==> config.mk <==
export PLATFORM = sky130hd
export DESIGN_NAME = hazard_stage_tracker_flat
export DESIGN_NICKNAME = d
export VERILOG_FILES = /design/src/rtl/hazard_stage_tracker_pkg.sv /design/src/rtl/hazard_stage_tracker_if.sv /design/src/rtl/hazard_stage_tracker_fwd_select.sv /design/src/rtl/hazard_stage_tracker.sv /design/src/flat_wrapper.sv
export SDC_FILE = /design/constraint.sdc
export NUM_CORES = 1
export LEC_CHECK = 0
export ABC_AREA = 1
export CAP_MARGIN = 30
export CORE_ASPECT_RATIO = 0.5
export CORE_MARGIN = 10
export CORE_UTILIZATION = 47
export CTS_CLUSTER_DIAMETER = 40
export DETAILED_ROUTE_END_ITERATION = 16
export GPL_TIMING_DRIVEN = 0
export PLACE_DENSITY = 0.73
export SLEW_MARGIN = 20
export SYNTH_ARGS = -nofsm -noshare
export SYNTH_HDL_FRONTEND = slang
export SYNTH_HIERARCHICAL = 1
export SYNTH_SLANG_ARGS = --single-unit
==> constraint.sdc <==
create_clock -name clk -period 1.3 [get_ports clk]
set_input_delay 0.26 -clock clk [delete_from_list [all_inputs] [get_ports clk]]
set_output_delay 0.26 -clock clk [all_outputs]
set_load 0.01 [all_outputs]
==> src/rtl/hazard_stage_tracker_pkg.sv <==
// Shared hazard definitions: Tnew timing classes, forwarding select codes, default widths.
// Also imported by the stall-control unit so both sides agree on ALU_T/DM_T encoding.
package hazard_stage_tracker_pkg;

  localparam int REG_AW_DEF = 5;
  localparam int T_W_DEF    = 2;

  localparam logic [1:0] NONE_T = 2'd0;
  localparam logic [1:0] ALU_T  = 2'd1;
  localparam logic [1:0] DM_T   = 2'd2;
  localparam logic [1:0] PC_T   = 2'd3;

  localparam logic [1:0] FWD_RF = 2'd0;
  localparam logic [1:0] FWD_E  = 2'd1;
  localparam logic [1:0] FWD_M  = 2'd2;
  localparam logic [1:0] FWD_W  = 2'd3;

  // A value becomes available one stage earlier than its class would suggest
  // when it is a link address (PC_T) or an ALU result (ALU_T).
  function automatic logic [2:0] stage_ready(input logic [1:0] e_t,
                                             input logic [1:0] m_t,
                                             input logic [1:0] w_t);
    logic [2:0] r;
    r[0] = (e_t == PC_T);
    r[1] = (m_t == PC_T) || (m_t == ALU_T);
    r[2] = (w_t != NONE_T);
    return r;
  endfunction

endpackage

==> src/rtl/hazard_stage_tracker_if.sv <==
// Hazard interface between decode/stall control (master) and the stage tracker (slave).
// Optional stall statistics ports exist only when HAZ_STALL_CNT_EN is defined.
interface hazard_stage_tracker_if
  import hazard_stage_tracker_pkg::*;
#(
  parameter int REG_AW = REG_AW_DEF,
  parameter int T_W    = T_W_DEF
);

  logic              stall;
  logic [REG_AW-1:0] d_rs;
  logic [REG_AW-1:0] d_rt;
  logic [REG_AW-1:0] d_a3;
  logic [T_W-1:0]    d_tnew;

  logic [T_W-1:0]    Tnew_E;
  logic [T_W-1:0]    Tnew_M;
  logic [T_W-1:0]    Tnew_W;
  logic [REG_AW-1:0] A3_E;
  logic [REG_AW-1:0] A3_M;
  logic [REG_AW-1:0] A3_W;

  logic [1:0]        fwd_rs_d;
  logic [1:0]        fwd_rt_d;
  logic [1:0]        fwd_rs_e;
  logic [1:0]        fwd_rt_e;
  logic              fwd_rt_m;

`ifdef HAZ_STALL_CNT_EN
  logic [31:0]       stall_cnt;
  logic              bubble_in_e;

  modport master (
    output stall, d_rs, d_rt, d_a3, d_tnew,
    input  Tnew_E, Tnew_M, Tnew_W, A3_E, A3_M, A3_W,
    input  fwd_rs_d, fwd_rt_d, fwd_rs_e, fwd_rt_e, fwd_rt_m,
    input  stall_cnt, bubble_in_e
  );

  modport slave (
    input  stall, d_rs, d_rt, d_a3, d_tnew,
    output Tnew_E, Tnew_M, Tnew_W, A3_E, A3_M, A3_W,
    output fwd_rs_d, fwd_rt_d, fwd_rs_e, fwd_rt_e, fwd_rt_m,
    output stall_cnt, bubble_in_e
  );
`else
  modport master (
    output stall, d_rs, d_rt, d_a3, d_tnew,
    input  Tnew_E, Tnew_M, Tnew_W, A3_E, A3_M, A3_W,
    input  fwd_rs_d, fwd_rt_d, fwd_rs_e, fwd_rt_e, fwd_rt_m
  );

  modport slave (
    input  stall, d_rs, d_rt, d_a3, d_tnew,
    output Tnew_E, Tnew_M, Tnew_W, A3_E, A3_M, A3_W,
    output fwd_rs_d, fwd_rt_d, fwd_rs_e, fwd_rt_e, fwd_rt_m
  );
`endif

endinterface

==> src/rtl/hazard_stage_tracker_fwd_select.sv <==
// Priority forwarding select for one source register over three stages (index 0 nearest).
// Purely combinational; a matching but non-ready nearer stage blocks all farther ones.
module hazard_stage_tracker_fwd_select
  import hazard_stage_tracker_pkg::*;
#(
  parameter int REG_AW = REG_AW_DEF
)(
  input  logic [REG_AW-1:0]      src_i,
  input  logic [2:0][REG_AW-1:0] a3_i,
  input  logic [2:0]             rdy_i,
  output logic [1:0]             sel_o
);

  logic [2:0] hit;

  always_comb begin
    hit = '0;
    for (int k = 0; k < 3; k++) begin
      hit[k] = (a3_i[k] == src_i) && (src_i != '0);
    end
  end

  always_comb begin
    sel_o = FWD_RF;
    if (hit[0]) begin
      sel_o = rdy_i[0] ? FWD_E : FWD_RF;
    end else if (hit[1]) begin
      sel_o = rdy_i[1] ? FWD_M : FWD_RF;
    end else if (hit[2]) begin
      sel_o = rdy_i[2] ? FWD_W : FWD_RF;
    end
  end

endmodule

==> src/rtl/hazard_stage_tracker.sv <==
// Carries D-stage destination/Tnew through E/M/W and derives forwarding selects for D/E/M consumers.
// Stall inserts an E-stage bubble; HAZ_STALL_CNT_EN adds stall_cnt and bubble_in_e.
module hazard_stage_tracker
  import hazard_stage_tracker_pkg::*;
#(
  parameter int REG_AW = REG_AW_DEF,
  parameter int T_W    = T_W_DEF
)(
  input  logic                    clk,
  input  logic                    reset,
  hazard_stage_tracker_if.slave   hz
);

  logic [REG_AW-1:0] e_rs_q, e_rs_d;
  logic [REG_AW-1:0] e_rt_q, e_rt_d;
  logic [REG_AW-1:0] e_a3_q, e_a3_d;
  logic [T_W-1:0]    e_tnew_q, e_tnew_d;
  logic [REG_AW-1:0] m_rt_q, m_rt_d;
  logic [REG_AW-1:0] m_a3_q, m_a3_d;
  logic [T_W-1:0]    m_tnew_q, m_tnew_d;
  logic [REG_AW-1:0] w_a3_q, w_a3_d;
  logic [T_W-1:0]    w_tnew_q, w_tnew_d;

  logic [2:0]        rdy;

  always_comb begin
    e_rs_d   = hz.d_rs;
    e_rt_d   = hz.d_rt;
    e_a3_d   = hz.d_a3;
    e_tnew_d = hz.d_tnew;
    // A bubble looks exactly like a nop: no sources, no destination.
    if (hz.stall) begin
      e_rs_d   = '0;
      e_rt_d   = '0;
      e_a3_d   = '0;
      e_tnew_d = T_W'(NONE_T);
    end
    m_rt_d   = e_rt_q;
    m_a3_d   = e_a3_q;
    m_tnew_d = e_tnew_q;
    w_a3_d   = m_a3_q;
    w_tnew_d = m_tnew_q;
  end

  always_ff @(posedge clk or negedge reset) begin
    if (!reset) begin
      e_rs_q   <= '0;
      e_rt_q   <= '0;
      e_a3_q   <= '0;
      e_tnew_q <= '0;
      m_rt_q   <= '0;
      m_a3_q   <= '0;
      m_tnew_q <= '0;
      w_a3_q   <= '0;
      w_tnew_q <= '0;
    end else begin
      e_rs_q   <= e_rs_d;
      e_rt_q   <= e_rt_d;
      e_a3_q   <= e_a3_d;
      e_tnew_q <= e_tnew_d;
      m_rt_q   <= m_rt_d;
      m_a3_q   <= m_a3_d;
      m_tnew_q <= m_tnew_d;
      w_a3_q   <= w_a3_d;
      w_tnew_q <= w_tnew_d;
    end
  end

  assign rdy = stage_ready(e_tnew_q, m_tnew_q, w_tnew_q);

  assign hz.Tnew_E = e_tnew_q;
  assign hz.Tnew_M = m_tnew_q;
  assign hz.Tnew_W = w_tnew_q;
  assign hz.A3_E   = e_a3_q;
  assign hz.A3_M   = m_a3_q;
  assign hz.A3_W   = w_a3_q;

  hazard_stage_tracker_fwd_select #(.REG_AW(REG_AW)) u_fwd_rs_d (
    .src_i (hz.d_rs),
    .a3_i  ({w_a3_q, m_a3_q, e_a3_q}),
    .rdy_i (rdy),
    .sel_o (hz.fwd_rs_d)
  );

  hazard_stage_tracker_fwd_select #(.REG_AW(REG_AW)) u_fwd_rt_d (
    .src_i (hz.d_rt),
    .a3_i  ({w_a3_q, m_a3_q, e_a3_q}),
    .rdy_i (rdy),
    .sel_o (hz.fwd_rt_d)
  );

  // E-stage consumers only look at M and W; slot 0 is tied off so it can never hit.
  hazard_stage_tracker_fwd_select #(.REG_AW(REG_AW)) u_fwd_rs_e (
    .src_i (e_rs_q),
    .a3_i  ({w_a3_q, m_a3_q, {REG_AW{1'b0}}}),
    .rdy_i ({rdy[2:1], 1'b0}),
    .sel_o (hz.fwd_rs_e)
  );

  hazard_stage_tracker_fwd_select #(.REG_AW(REG_AW)) u_fwd_rt_e (
    .src_i (e_rt_q),
    .a3_i  ({w_a3_q, m_a3_q, {REG_AW{1'b0}}}),
    .rdy_i ({rdy[2:1], 1'b0}),
    .sel_o (hz.fwd_rt_e)
  );

  assign hz.fwd_rt_m = (m_rt_q == w_a3_q) && (w_a3_q != '0) && rdy[2];

`ifdef HAZ_STALL_CNT_EN
  logic [31:0] stall_cnt_q, stall_cnt_d;
  logic        bubble_q, bubble_d;

  always_comb begin
    stall_cnt_d = stall_cnt_q + (hz.stall ? 32'd1 : 32'd0);
    bubble_d    = hz.stall;
  end

  always_ff @(posedge clk or negedge reset) begin
    if (!reset) begin
      stall_cnt_q <= '0;
      bubble_q    <= 1'b0;
    end else begin
      stall_cnt_q <= stall_cnt_d;
      bubble_q    <= bubble_d;
    end
  end

  assign hz.stall_cnt   = stall_cnt_q;
  assign hz.bubble_in_e = bubble_q;
`endif

endmodule

==> src/flat_wrapper.sv <==
// flat-port wrapper written by rule: the top's interface ports become plain ports
module hazard_stage_tracker_flat import hazard_stage_tracker_pkg::*;
#(
  parameter int REG_AW = REG_AW_DEF,
  parameter int T_W    = T_W_DEF
)
  (clk, reset, hz_stall, hz_d_rs, hz_d_rt, hz_d_a3, hz_d_tnew, hz_Tnew_E, hz_Tnew_M, hz_Tnew_W, hz_A3_E, hz_A3_M, hz_A3_W, hz_fwd_rs_d, hz_fwd_rt_d, hz_fwd_rs_e, hz_fwd_rt_e, hz_fwd_rt_m);
  hazard_stage_tracker_if #(.REG_AW(REG_AW), .T_W(T_W)) hz_i ();
  input  logic clk;
  input  logic reset;
  input wire logic [$bits(hz_i.stall)-1:0] hz_stall;
  input wire logic [$bits(hz_i.d_rs)-1:0] hz_d_rs;
  input wire logic [$bits(hz_i.d_rt)-1:0] hz_d_rt;
  input wire logic [$bits(hz_i.d_a3)-1:0] hz_d_a3;
  input wire logic [$bits(hz_i.d_tnew)-1:0] hz_d_tnew;
  output wire logic [$bits(hz_i.Tnew_E)-1:0] hz_Tnew_E;
  output wire logic [$bits(hz_i.Tnew_M)-1:0] hz_Tnew_M;
  output wire logic [$bits(hz_i.Tnew_W)-1:0] hz_Tnew_W;
  output wire logic [$bits(hz_i.A3_E)-1:0] hz_A3_E;
  output wire logic [$bits(hz_i.A3_M)-1:0] hz_A3_M;
  output wire logic [$bits(hz_i.A3_W)-1:0] hz_A3_W;
  output wire logic [$bits(hz_i.fwd_rs_d)-1:0] hz_fwd_rs_d;
  output wire logic [$bits(hz_i.fwd_rt_d)-1:0] hz_fwd_rt_d;
  output wire logic [$bits(hz_i.fwd_rs_e)-1:0] hz_fwd_rs_e;
  output wire logic [$bits(hz_i.fwd_rt_e)-1:0] hz_fwd_rt_e;
  output wire logic [$bits(hz_i.fwd_rt_m)-1:0] hz_fwd_rt_m;
  assign hz_i.stall = hz_stall;
  assign hz_i.d_rs = hz_d_rs;
  assign hz_i.d_rt = hz_d_rt;
  assign hz_i.d_a3 = hz_d_a3;
  assign hz_i.d_tnew = hz_d_tnew;
  assign hz_Tnew_E = hz_i.Tnew_E;
  assign hz_Tnew_M = hz_i.Tnew_M;
  assign hz_Tnew_W = hz_i.Tnew_W;
  assign hz_A3_E = hz_i.A3_E;
  assign hz_A3_M = hz_i.A3_M;
  assign hz_A3_W = hz_i.A3_W;
  assign hz_fwd_rs_d = hz_i.fwd_rs_d;
  assign hz_fwd_rt_d = hz_i.fwd_rt_d;
  assign hz_fwd_rs_e = hz_i.fwd_rs_e;
  assign hz_fwd_rt_e = hz_i.fwd_rt_e;
  assign hz_fwd_rt_m = hz_i.fwd_rt_m;
  hazard_stage_tracker #(.REG_AW(REG_AW), .T_W(T_W)) u_core (.clk(clk), .reset(reset), .hz(hz_i));
endmodule
==> metrics.csv <==
metric,value,unit
worstSetupPathType,reg -> out,
crit_path_slowest_cell,sky130_fd_sc_hd__dfrtp_2,
end_kind,output port,
synth_cells,420,
drc_violations_left,0,
grt_use_total,0.165,
combined_area_of_the_multi_input_logic_cells,0.00159,mm^2
avgRoutedWirePerCell,13.0,um
post_synth_arst_share,1.00,
grt_start_max_net_pins,32,
path_common_cell,sky130_fd_sc_hd__nand2_1,
clk_root_buffer_cell,sky130_fd_sc_hd__clkbuf_8,
power.ir.vdd_worst,0.515,mV
tns,-4550,ps
power-per-cell-area,793,mW/mm^2
setup_viol,12,
critPathRequiredTime,1040,ps
synth-seq-cells,36,
cts.reportedPaths.clkPinSlew,70,ps
final_net_count,544,
cp-start-kind,register,
start_util,0.482,
post-place-cells,553,
fmax,553,MHz
synth_sequential_area_ratio,0.345,
synth_enable_flop_cells,0,
cts.sink_count,36,
final-seq-area,922,um^2
num_rows,19,
gr-total-overflow,0,
final-instance-count-excl-fill,598,
mappedNetlistArea,0.00261,mm^2
remaining_antenna_violation_count_after_routing,0,
drtIter0Drc,240,
clock_power_frac,0.284,
port_buffers,48,
power.internal,2.08,mW
num_cts_buffers,5,
hold_slack,277,ps
ant_diodes,0,
detail_route.wirelength,7.79,mm
drt-vias-per-instance,4.60,
synth.yosys.warnings,6,
antenna_found_initial,0,
timing.final.hold_violations,0,
floorplan.io_pins,50,
cp.arrival,1550,ps
tritoncts,built,
power.combinational.fraction,0.299,
critPathMaxStageDelay,430,ps
synthToLayoutAreaGrowth,46.5,%
worst_skew_pair.late_latency,280,ps
synth.distinct_cells,19,
final.setup_skew,4.95,ps
dp_worst_setup_slack,-1030,ps
worst_slack_setup_final,-509,ps
worstPathCellList,buf_6 > nand2_2 > nand2_1 > nor2_1 > nand2_1 > nor2_1 > nand3_1 > nand2_1 > buf_2,
violations,negative setup slack,
finalMaxSlewViolations,0,
n_fill_cell,445,
cp_max_fo,7,
p_sw,0.954,mW
global_route_wire_length_before_repair,12.3,mm
finalInstanceArea,0.00382,mm^2
finalCritPeriodShare,1.39,
synthesis.area_per_instance,6.21,um^2
postSynth.topFlopCell,sky130_fd_sc_hd__dfrtp_1,
layout-drive-gt1-share,0.349,
detailed_route_via_count,2753,
dieHeight,72.7,um
fp.dieW,125,um
cts.path.max_buffers,2,
fin_crit,1810,ps
power.switching_fraction,0.315,
total_number_of_h_tree_levels,2,
rsz0062_at_grt,true,
p_leak,2.08,nW
placement.cell_area,0.00325,mm^2
run_status,"finished, violations left",
via_count_of_the_first_global_routing_pass,2458,
detail_route.first_pass.iterations,6,
worstHoldPathType,in -> reg,
floorplan.core_area,0.00542,mm^2
die_area,0.00911,mm^2
cap_violations,0,
place.gp.congestion,0.851,
power.sequential.fraction,0.416,
detailed_place_hpwl,4.86,mm
[flip-flops by register name, indices dropped and copies added, names as in the netlist]
register,cells
u_core/e_rs_q,5
u_core/e_rt_q,5
u_core/hz.A3_E,5
u_core/hz.A3_M,5
u_core/hz.A3_W,5
u_core/hz.Tnew_E,2
u_core/hz.Tnew_M,2
u_core/hz.Tnew_W,2
u_core/m_rt_q,5
[cells by family after synthesis]
family,count (synthesis),synth area share
compound gates,1,0.00192
buf+inv,85,0.126
other cells,1,0.00144
flops,36,0.345
xor+xnor,28,0.0940
simple gates,269,0.432
[power by group through the flow]
stage	sequential (mW)	clock [mW]	combinational, mW
floorplan	1.29	0	0.420
global placement	1.31	0	0.677
detailed placement	1.31	0	0.691
CTS	1.26	0.875	0.798
global route	1.27	0.933	1.01
finish	1.26	0.862	0.907
[area by class of cell]
| type | count | area share |
|---|---|---|
| inverter | 82 | 0.0812 |
| sequential | 36 | 0.241 |
| tap | 73 | 0.0239 |
| clock buffer | 8 | 0.0262 |
| timing repair buffer | 86 | 0.206 |
| buffer | 3 | 0.00524 |
| multi-input combinational | 310 | 0.417 |
[metal layers]
layer	track usage	wire [um]
met5	0	0
met1	0.212	3470
met4	0.0305	44
met3	0.0399	607
met2	0.278	3670
[synthesized netlist by cell type (4+ instances only)]
cell                       count  area (um^2)
sky130_fd_sc_hd__nand4_1       4         25.0
sky130_fd_sc_hd__nand3_2       4         40.0
sky130_fd_sc_hd__nand2_2       8         50.1
sky130_fd_sc_hd__dfrtp_1      36          901
sky130_fd_sc_hd__xnor2_1      24          210
sky130_fd_sc_hd__inv_2        12         45.0
sky130_fd_sc_hd__xor2_1        4         35.0
sky130_fd_sc_hd__nand2_1     154          578
sky130_fd_sc_hd__clkinv_1      4         15.0
sky130_fd_sc_hd__nor2_1       70          263
sky130_fd_sc_hd__nand3_1      12         60.1
sky130_fd_sc_hd__nor2_2       16          100
sky130_fd_sc_hd__inv_1        66          248
[cell usage in the layout, fill, tap and decap left out, types with 7 or more instances in the layout]
master	synthesis	layout
sky130_fd_sc_hd__dlygate4sd2_1	0	16
sky130_fd_sc_hd__dfrtp_2	0	17
sky130_fd_sc_hd__nand2_2	8	30
sky130_fd_sc_hd__nor2_1	70	50
sky130_fd_sc_hd__nand3_1	12	12
sky130_fd_sc_hd__clkdlybuf4s50_1	0	7
sky130_fd_sc_hd__buf_4	0	13
sky130_fd_sc_hd__inv_1	66	60
sky130_fd_sc_hd__dfrtp_1	36	19
sky130_fd_sc_hd__xnor2_1	24	18
sky130_fd_sc_hd__nor2_2	16	32
sky130_fd_sc_hd__nand2_1	154	132
sky130_fd_sc_hd__buf_2	1	18
sky130_fd_sc_hd__clkbuf_8	0	7
sky130_fd_sc_hd__inv_2	12	19
sky130_fd_sc_hd__buf_6	1	28
sky130_fd_sc_hd__conb_1	1	12
[critical path: cells and delay by family (launching register included)]
| family | cells | cell delay (ps) |
|---|---|---|
| buffers and inverters | 2 | 270 |
| DFF | 1 | 430 |
| and+or+nand+nor | 7 | 570 |
[final timing paths]
path | from | end | slack [ps] | cells past startpoint
hold reg to reg | u_core/hz.Tnew_M[1]$_DFF_PN0_ | u_core/hz.Tnew_W[1]$_DFF_PN0_ | 390 | 0
min in group asynchronous | reset | u_core/m_rt_q[1]$_DFF_PN0_ | 340 | 2
setup / recovery | u_core/hz.A3_M[1]$_DFF_PN0_ | hz_fwd_rs_e[1] | -510 | 9
max in group asynchronous | reset | u_core/hz.A3_E[2]$_DFF_PN0_ | 540 | 3
hold / removal | hz_stall | u_core/hz.A3_E[0]$_DFF_PN0_ | 280 | 2
setup reg to reg | u_core/hz.A3_M[4]$_DFF_PN0_ | u_core/hz.A3_W[4]$_DFF_PN0_ | 510 | 2
[stage by stage]
step,total power [mW],util
2_1_floorplan,1.71,-
3_3_place_gp,1.99,0.596
3_5_place_dp,2.00,0.599
4_1_cts,2.93,0.659
5_1_grt,3.21,0.705
6_report,3.03,0.705
[repair_timing]
item,CTS,global route
setup endpoints to repair,30,14
hold buffers,1,0
cloned,0,0
gates resized for setup,142,73
setup buffers,31,8
pin swaps,13,33
hold endpoints to repair,5,0
Power figures use the tool's default switching activity.
